<file path="src/rtl/ui_pkg.sv">
// ui_pkg: shared types and board-rate defaults for the push-button front end.
//   btn_state_t         - per-channel event FSM state
//   DEBOUNCE_CYCLES_DEF - 20 ms stability window at the 50 MHz board clock
//   LONG_CYCLES_DEF     - 1 s long-press threshold at the 50 MHz board clock
package ui_pkg;

  typedef enum logic [1:0] {
    IDLE    = 2'd0,
    PRESSED = 2'd1,
    HELD    = 2'd2
  } btn_state_t;

  localparam int BOARD_CLK_HZ        = 50_000_000;
  localparam int DEBOUNCE_CYCLES_DEF = BOARD_CLK_HZ / 50;
  localparam int LONG_CYCLES_DEF     = BOARD_CLK_HZ;

endpackage

</file>
<file path="src/rtl/btn_channel.sv">
// btn_channel: one button channel -- 2-flop synchronizer, stability-count
// debouncer and press / long-press / release event FSM.
//
// state   | meaning
// --------+--------------------------------------------------------------
// IDLE    | debounced level is 0, waiting for a rise
// PRESSED | level is 1, long counter running toward the long threshold
// HELD    | level is 1, long event already issued, counter frozen
//
// Ports:
//   CLK         in  system clock, rising edge
//   RST_N       in  synchronous active-low reset
//   pin         in  polarity-corrected raw button (1 = pressed), async
//   level       out debounced pressed state
//   evt_press   out one-cycle pulse on level 0->1
//   evt_release out one-cycle pulse on level 1->0
//   evt_long    out one-cycle pulse once per press after the long threshold
module btn_channel
  import ui_pkg::*;
#(
  parameter int DEBOUNCE_CYCLES = DEBOUNCE_CYCLES_DEF,
  parameter int LONG_CYCLES     = LONG_CYCLES_DEF
) (
  input  logic CLK,
  input  logic RST_N,
  input  logic pin,
  output logic level,
  output logic evt_press,
  output logic evt_release,
  output logic evt_long
);

  localparam int DW = $clog2(DEBOUNCE_CYCLES + 1);
  localparam int LW = $clog2(LONG_CYCLES + 1);
  localparam logic [DW-1:0] DB_LAST   = DW'(DEBOUNCE_CYCLES - 1);
  localparam logic [LW-1:0] LONG_LAST = LW'(LONG_CYCLES - 1);

  logic          s1, s2;
  logic [DW-1:0] db_cnt;
  logic          db_done;
  logic          rise, fall;

  btn_state_t    state, state_nxt;
  logic [LW-1:0] long_cnt, long_cnt_nxt;
  logic          press_nxt, release_nxt, long_nxt;

  // The level flips on the same edge the FSM sees rise/fall, so the FSM
  // decodes the toggle condition rather than the registered level; this
  // keeps the event pulses aligned with the level change.
  assign db_done = (s2 != level) && (db_cnt == DB_LAST);
  assign rise    = db_done && !level;
  assign fall    = db_done &&  level;

  always_ff @(posedge CLK) begin
    if (!RST_N) begin
      s1     <= 1'b0;
      s2     <= 1'b0;
      db_cnt <= '0;
      level  <= 1'b0;
    end else begin
      s1 <= pin;
      s2 <= s1;
      if (s2 == level) begin
        db_cnt <= '0;
      end else if (db_done) begin
        level  <= ~level;
        db_cnt <= '0;
      end else begin
        db_cnt <= db_cnt + 1'b1;
      end
    end
  end

  always_ff @(posedge CLK) begin
    if (!RST_N) begin
      state       <= IDLE;
      long_cnt    <= '0;
      evt_press   <= 1'b0;
      evt_release <= 1'b0;
      evt_long    <= 1'b0;
    end else begin
      state       <= state_nxt;
      long_cnt    <= long_cnt_nxt;
      evt_press   <= press_nxt;
      evt_release <= release_nxt;
      evt_long    <= long_nxt;
    end
  end

  always_comb begin
    state_nxt    = state;
    long_cnt_nxt = long_cnt;
    press_nxt    = 1'b0;
    release_nxt  = 1'b0;
    long_nxt     = 1'b0;
    case (state)
      IDLE: begin
        if (rise) begin
          state_nxt    = PRESSED;
          long_cnt_nxt = '0;
          press_nxt    = 1'b1;
        end
      end
      PRESSED: begin
        // a release on the expiry edge suppresses the long event
        if (fall) begin
          state_nxt   = IDLE;
          release_nxt = 1'b1;
        end else if (long_cnt == LONG_LAST) begin
          state_nxt = HELD;
          long_nxt  = 1'b1;
        end else begin
          long_cnt_nxt = long_cnt + 1'b1;
        end
      end
      HELD: begin
        if (fall) begin
          state_nxt   = IDLE;
          release_nxt = 1'b1;
        end
      end
      default: state_nxt = IDLE;
    endcase
  end

endmodule

</file>
<file path="src/rtl/button_debounce.sv">
// button_debounce: NBTN independent push-button conditioners producing a
// debounced level plus press / release / long-press pulses on CLK.
//
// Ports:
//   CLK         in  system clock, rising edge
//   RST_N       in  synchronous active-low reset
//   BTN_IN      in  [NBTN] raw asynchronous button pins
//   BTN_LEVEL   out [NBTN] debounced pressed state
//   BTN_PRESS   out [NBTN] one-cycle pulse on level rise
//   BTN_RELEASE out [NBTN] one-cycle pulse on level fall
//   BTN_LONG    out [NBTN] one-cycle pulse after LONG_CYCLES held
module button_debounce
  import ui_pkg::*;
#(
  parameter int NBTN            = 3,
  parameter int DEBOUNCE_CYCLES = DEBOUNCE_CYCLES_DEF,
  parameter int LONG_CYCLES     = LONG_CYCLES_DEF,
  parameter bit ACTIVE_HIGH     = 1'b1
) (
  input  logic            CLK,
  input  logic            RST_N,
  input  logic [NBTN-1:0] BTN_IN,
  output logic [NBTN-1:0] BTN_LEVEL,
  output logic [NBTN-1:0] BTN_PRESS,
  output logic [NBTN-1:0] BTN_RELEASE,
  output logic [NBTN-1:0] BTN_LONG
);

  logic [NBTN-1:0] pin;

  assign pin = ACTIVE_HIGH ? BTN_IN : ~BTN_IN;

  for (genvar g = 0; g < NBTN; g++) begin : g_ch
    btn_channel #(
      .DEBOUNCE_CYCLES (DEBOUNCE_CYCLES),
      .LONG_CYCLES     (LONG_CYCLES)
    ) u_ch (
      .CLK         (CLK),
      .RST_N       (RST_N),
      .pin         (pin[g]),
      .level       (BTN_LEVEL[g]),
      .evt_press   (BTN_PRESS[g]),
      .evt_release (BTN_RELEASE[g]),
      .evt_long    (BTN_LONG[g])
    );
  end

endmodule

</file>
<file path="config.mk">
export PLATFORM = sky130hd
export DESIGN_NAME = button_debounce
export DESIGN_NICKNAME = d
export VERILOG_FILES = /design/src/rtl/ui_pkg.sv /design/src/rtl/btn_channel.sv /design/src/rtl/button_debounce.sv
export SDC_FILE = /design/constraint.sdc
export NUM_CORES = 1
export LEC_CHECK = 0
export CORE_MARGIN = 2
export CORE_UTILIZATION = 35
export CTS_CLUSTER_SIZE = 25
export DETAILED_ROUTE_END_ITERATION = 7
export SETUP_SLACK_MARGIN = 0.3
export SLEW_MARGIN = 20
export SYNTH_ARGS = -nofsm -noshare
export SYNTH_HDL_FRONTEND = slang
export SYNTH_SLANG_ARGS = --single-unit
</file>
<file path="constraint.sdc">
create_clock -name CLK -period 8.4 [get_ports CLK]
set_input_delay 1.68 -clock CLK [delete_from_list [all_inputs] [get_ports CLK]]
set_output_delay 1.68 -clock CLK [all_outputs]
set_load 0.02 [all_outputs]
</file>
# After elaboration in Yosys (flattened, before gate mapping)
# Index checks and enable logic that the tools add are counted.
dict set report word_totals {
  register_bits 162
  inputBits 5
  out_inout_bits 12
  word_cells 154
}
dict set report op_classes {
  add_sub_neg 6
  n_eq_ne 33
  muxes 36
  bitwise 10
  n_reduce_logical 42
}
# cell n
set op_table {}
lappend op_table {{$mux 26} 9}
lappend op_table {{$pmux 26 s2} 3}
lappend op_table {{$add 26x1->26 const B} 3}
lappend op_table {{$eq 26x26->1 const B} 3}
lappend op_table {{$add 20x1->20 const B} 3}
lappend op_table {{$eq 20x20->1 const B} 3}
lappend op_table {{$mux 2} 12}
lappend op_table {{$pmux 2 s3} 3}
lappend op_table {{$reduce_and 2->1} 9}
lappend op_table {{$reduce_or 3->1} 6}
lappend op_table {{$ne 2x1->1 const B} 6}
lappend op_table {{$ne 2x2->1 const B} 6}
lappend op_table {{$reduce_and 4->1} 3}
lappend op_table {{$not 1->1} 10}
lappend op_table {{$logic_and 1x1->1} 9}
lappend op_table {{$mux 1} 9}
lappend op_table {{$ne 3x1->1 const B} 3}
lappend op_table {{$reduce_and 3->1} 3}
lappend op_table {{$eq 2x1->1 const B} 3}
lappend op_table {{$eq 2x2->1 const B} 3}
lappend op_table {{$logic_not 2->1} 3}
lappend op_table {{$reduce_bool 2->1} 3}
lappend op_table {{$reduce_or 2->1} 3}
lappend op_table {{$eq 1x1->1} 3}
lappend op_table {{2 further kinds} 6}

# Logic depth before layout (Yosys ltp)
dict set report depth {
  depth_word 5
  mapped_depth 10
  depth_no_buf 8
}

# By module
# From an unflattened synthesis, not the netlist that was laid out.
dict set report hier_totals {
  hier_cells 1075
  area_unflattened_um2 8854.7
}
# module instances cells_per_inst area_each_um2
set modules_own_cells {}
lappend modules_own_cells {{btn_channel (g_ch[0].u_ch ...)} 2 360 2991.6}
lappend modules_own_cells {{btn_channel (g_ch[2].u_ch)} 1 355 2871.5}

# Least setup slack after synthesis
# Ideal clock, no wire load.
dict set report synth_timing {
  kind {input -> register}
  startpoint {in RST_N}
  endpoint {reg g_ch[2].u_ch.long_cnt[19]}
  setup_time_ns 0.074
  t_arrival_ns 2.946
  required_time_ns 8.326
  slack_ns 5.379
  cell_stages 6
  cell_sequence {and2_1 > buf_1 > o41a_1 > nand3_1 > or4_1 > o21ai_0}
}
# item line_no
set synth_lines {}
lappend synth_lines {{start, declared} button_debounce.sv:21} ;# input logic RST_N,
lappend synth_lines {{end signal, assigned} btn_channel.sv:83} ;# long_cnt <= long_cnt_nxt;
lappend synth_lines {{end, declared} btn_channel.sv:44} ;# logic [LW-1:0] long_cnt, long_cnt_nxt;

==> impl_metrics.ini <==
[synthesis]
yosys-top-cells-count = dfxtp_1 (162), nand2_1 (109), nor2_1 (91)
syn_area_um2 = 8640
synth_area_leaders = dfxtp_1 (38%), nand2_1 (4.7%), nor2_1 (4.0%)
synth_simple_gate_area_share_pct = 32.8
synthAdderAreaFrac_pct = 2.17
synth_edf_count = 0
ys.flop_type = dfxtp_1
synth_most_common_cell = dfxtp_1
ys_ff_latch = 162
synth_top_family_by_area = simple AND/OR/NAND/NOR gates
yosysSeqAreaShare_pct = 37.6
syn_nets = 1089
yosysWarnings = 0
synth.avg_cell_area_um2 = 8.08
synthMuxAreaShare_pct = 0.811
synth.distinct_cells = 80
synth-compound-area-share_pct = 16.6
synthArstFlopShare_pct = 0
netlist_instances = 1069
yosys.area.top_type = dfxtp_1
yosys.area_share.xor_xnor_pct = 5.48
yosys.area.top_type_share_pct = 37.6

[drt]
ant_nets = 0
routed_wl_mm = 20.5
routed-wl-met2_mm = 9.09
viasPerCell = 5.58
highest_layer = met4
drt_iter0_markers = 465
wl_per_cell_um = 14.8
drc_errors = 0
drtPass1Iterations = 5
wl_met1_mm = 10.3
dr_wl_met3_um = 860
routed-via-count = 7756

[floorplan]
die_h_um = 161
initial_utilization_pct = 35.6
core_region_area_um2 = 24200
die_area_um2 = 25900
die_x_um = 161
placementRows = 57
num_io_pins = 17

[global_route]
grt_pass1_vias = 7179
gr-total-overflow = 0
grt_use_total_pct = 16.4
antenna_found_initial = 0
grt_max_degree = 67
grt_pass1_wl_mm = 35.7

[layout]
area_delta_synth_final_pct = 10.6
nets = 1073
diodes = 0
drive_gt1_share_pct = 6.94

[timing]
min_period_over_period_pct = 41.7
rsz0062_at_grt = no
timing.final.crit_period_ns = 3.50
finalClockSkew_ns = 0.00731
drv_slew = 0
setup_viol = 0
slew_headroom_pct = 36.1
clock.fmax_mhz = 286
tightest_slew_ns = 0.959
hold_violations = 0
tns_ns = 0

[critical_path]
worstPathArrival_ns = 3.86
critPathKind = input pin to register
crit_fanout = 66
worst_ep_required_time_ns = 8.76
setup.worst_path.end_class = register
path_cells = buf_2 -> buf_4 -> and2_1 -> o41a_1 -> nand3_1 -> or4_1 -> o21ai_0
slowest_delay_ns = 0.58
cp-start-kind = input pin
slowest_stage = or4_1

[clock_network]
post-cts-setup-buffers = 0
cts_resized = 0
cts.sinks = 162
ctsHtreeMaxLevel = 4
cts_buffers = 17
clock_path_buffers = 2
holdBufCountCts = 0
cts_tree = built
insertion_delay_ns = 0.44
cts.clk_slew.worst_paths_ns = 0.07
cts_root_buffer = clkbuf_16

[status]
status = complete, no violations

[worst_hold_path]
hold_class = register to register

[placed_design]
dp_hpwl_mm = 14.0
gp_congestion = 0.876
port-buffer-count = 16

[power_and_ir_drop]
peakVddDrop_v = 0.0000924
leakage_uw = 0.00296
power.density_nw_per_um2 = 171
total_power_uw = 1630

[run]
drv_cap = 0
==> through the flow <==
| step | cells | util [%] | hold slack [ns] | cell area [um2] | setup WS (ns) |
|---|---|---|---|---|---|
| floorplan | 1069 | - | 0.412 | 8640 | 5.38 |
| global placement | 1358 | 37.0 | 0.414 | 8970 | 4.51 |
| detailed placement | 1358 | 37.0 | 0.419 | 8970 | 4.44 |
| CTS | 1390 | 39.4 | 0.437 | 9550 | 4.91 |
| global route | 1390 | 39.4 | 0.465 | 9550 | 4.65 |
| finish | 1390 | 39.4 | 0.435 | 9550 | 4.90 |
==> routing by layer <==
layer	GRT usage, %	up-vias
met4	4.99	0
met1	23.2	3661
met5	0	-
met2	25.0	168
met3	3.57	25
li1	-	3902
==> worst max-delay path, delay by kind of cell <==
kind                   cells  cell delay (ns)
AND/OR/NAND/NOR            3             1.23
buffers and inverters      2             0.62
AO/OA/AOI/OAI              2             0.32
==> cells in the final DEF, fill, tap and decap left out, types with 10 or more instances in the layout <==
cell             count
o21ai_0             52
clkbuf_16           17
or3_1               32
o32ai_1             10
nor2_1              90
and2_1              15
a21oi_1             64
and3_1              19
nor3_1              30
nand4_1             42
xnor2_1             25
and4_1              15
clkdlybuf4s50_1     15
or4_1               17
xor2_1              29
dfxtp_1            162
nor4_1              15
or2_2               10
nand3_1             66
nand2_1            109
ha_1                15
inv_1               28
==> where the power goes <==
| part | total, uW | switching, uW | leakage [uW] | internal [uW] |
|---|---|---|---|---|
| Clock | 775 | 376 | 0.000285 | 399 |
| Sequential | 775 | 3.41 | 0.00131 | 772 |
| Combinational | 82.7 | 54.7 | 0.00137 | 28.0 |
==> final timing paths <==
check / slack [ns] / to / cells after the start / startpoint
worst max-delay path: 4.90 / g_ch[2].u_ch.long_cnt[19] / 7 / RST_N
worst min-delay path: 0.44 / g_ch[2].u_ch.s2 / 1 / g_ch[2].u_ch.s1
worst max register to register: 5.36 / g_ch[1].u_ch.long_cnt[17] / 6 / g_ch[1].u_ch.db_cnt[8]
worst min register to register: 0.44 / g_ch[2].u_ch.s2 / 1 / g_ch[2].u_ch.s1
==> cell type report <==
type	instances	area [um2]
fill	2462	14700
multi-input combinational	819	5000
sequential	162	3240
clock buffer	17	425
tap	324	405
timing repair buffer	24	215
clock inverter	15	155
inverter	29	109
==> cell families after synthesis <==
logic type / after synthesis
XOR/XNOR: 54
AO/OA/AOI/OAI: 222
adder cells (fa/ha/maj): 15
flip-flops: 162
multiplexers: 7
AND/OR/NAND/NOR: 521
buffers and inverters: 88
==> sequential cells by signal (all words and copies together) (netlist names) <==
name / cells
g_ch.u_ch.long_cnt: 78
g_ch.u_ch.evt_release: 3
g_ch.u_ch.evt_long: 3
g_ch.u_ch.level: 3
g_ch.u_ch.state: 6
g_ch.u_ch.evt_press: 3
g_ch.u_ch.db_cnt: 60
g_ch.u_ch.s2: 3
g_ch.u_ch.s1: 3
Note: power is estimated with default switching activity, not from simulation.
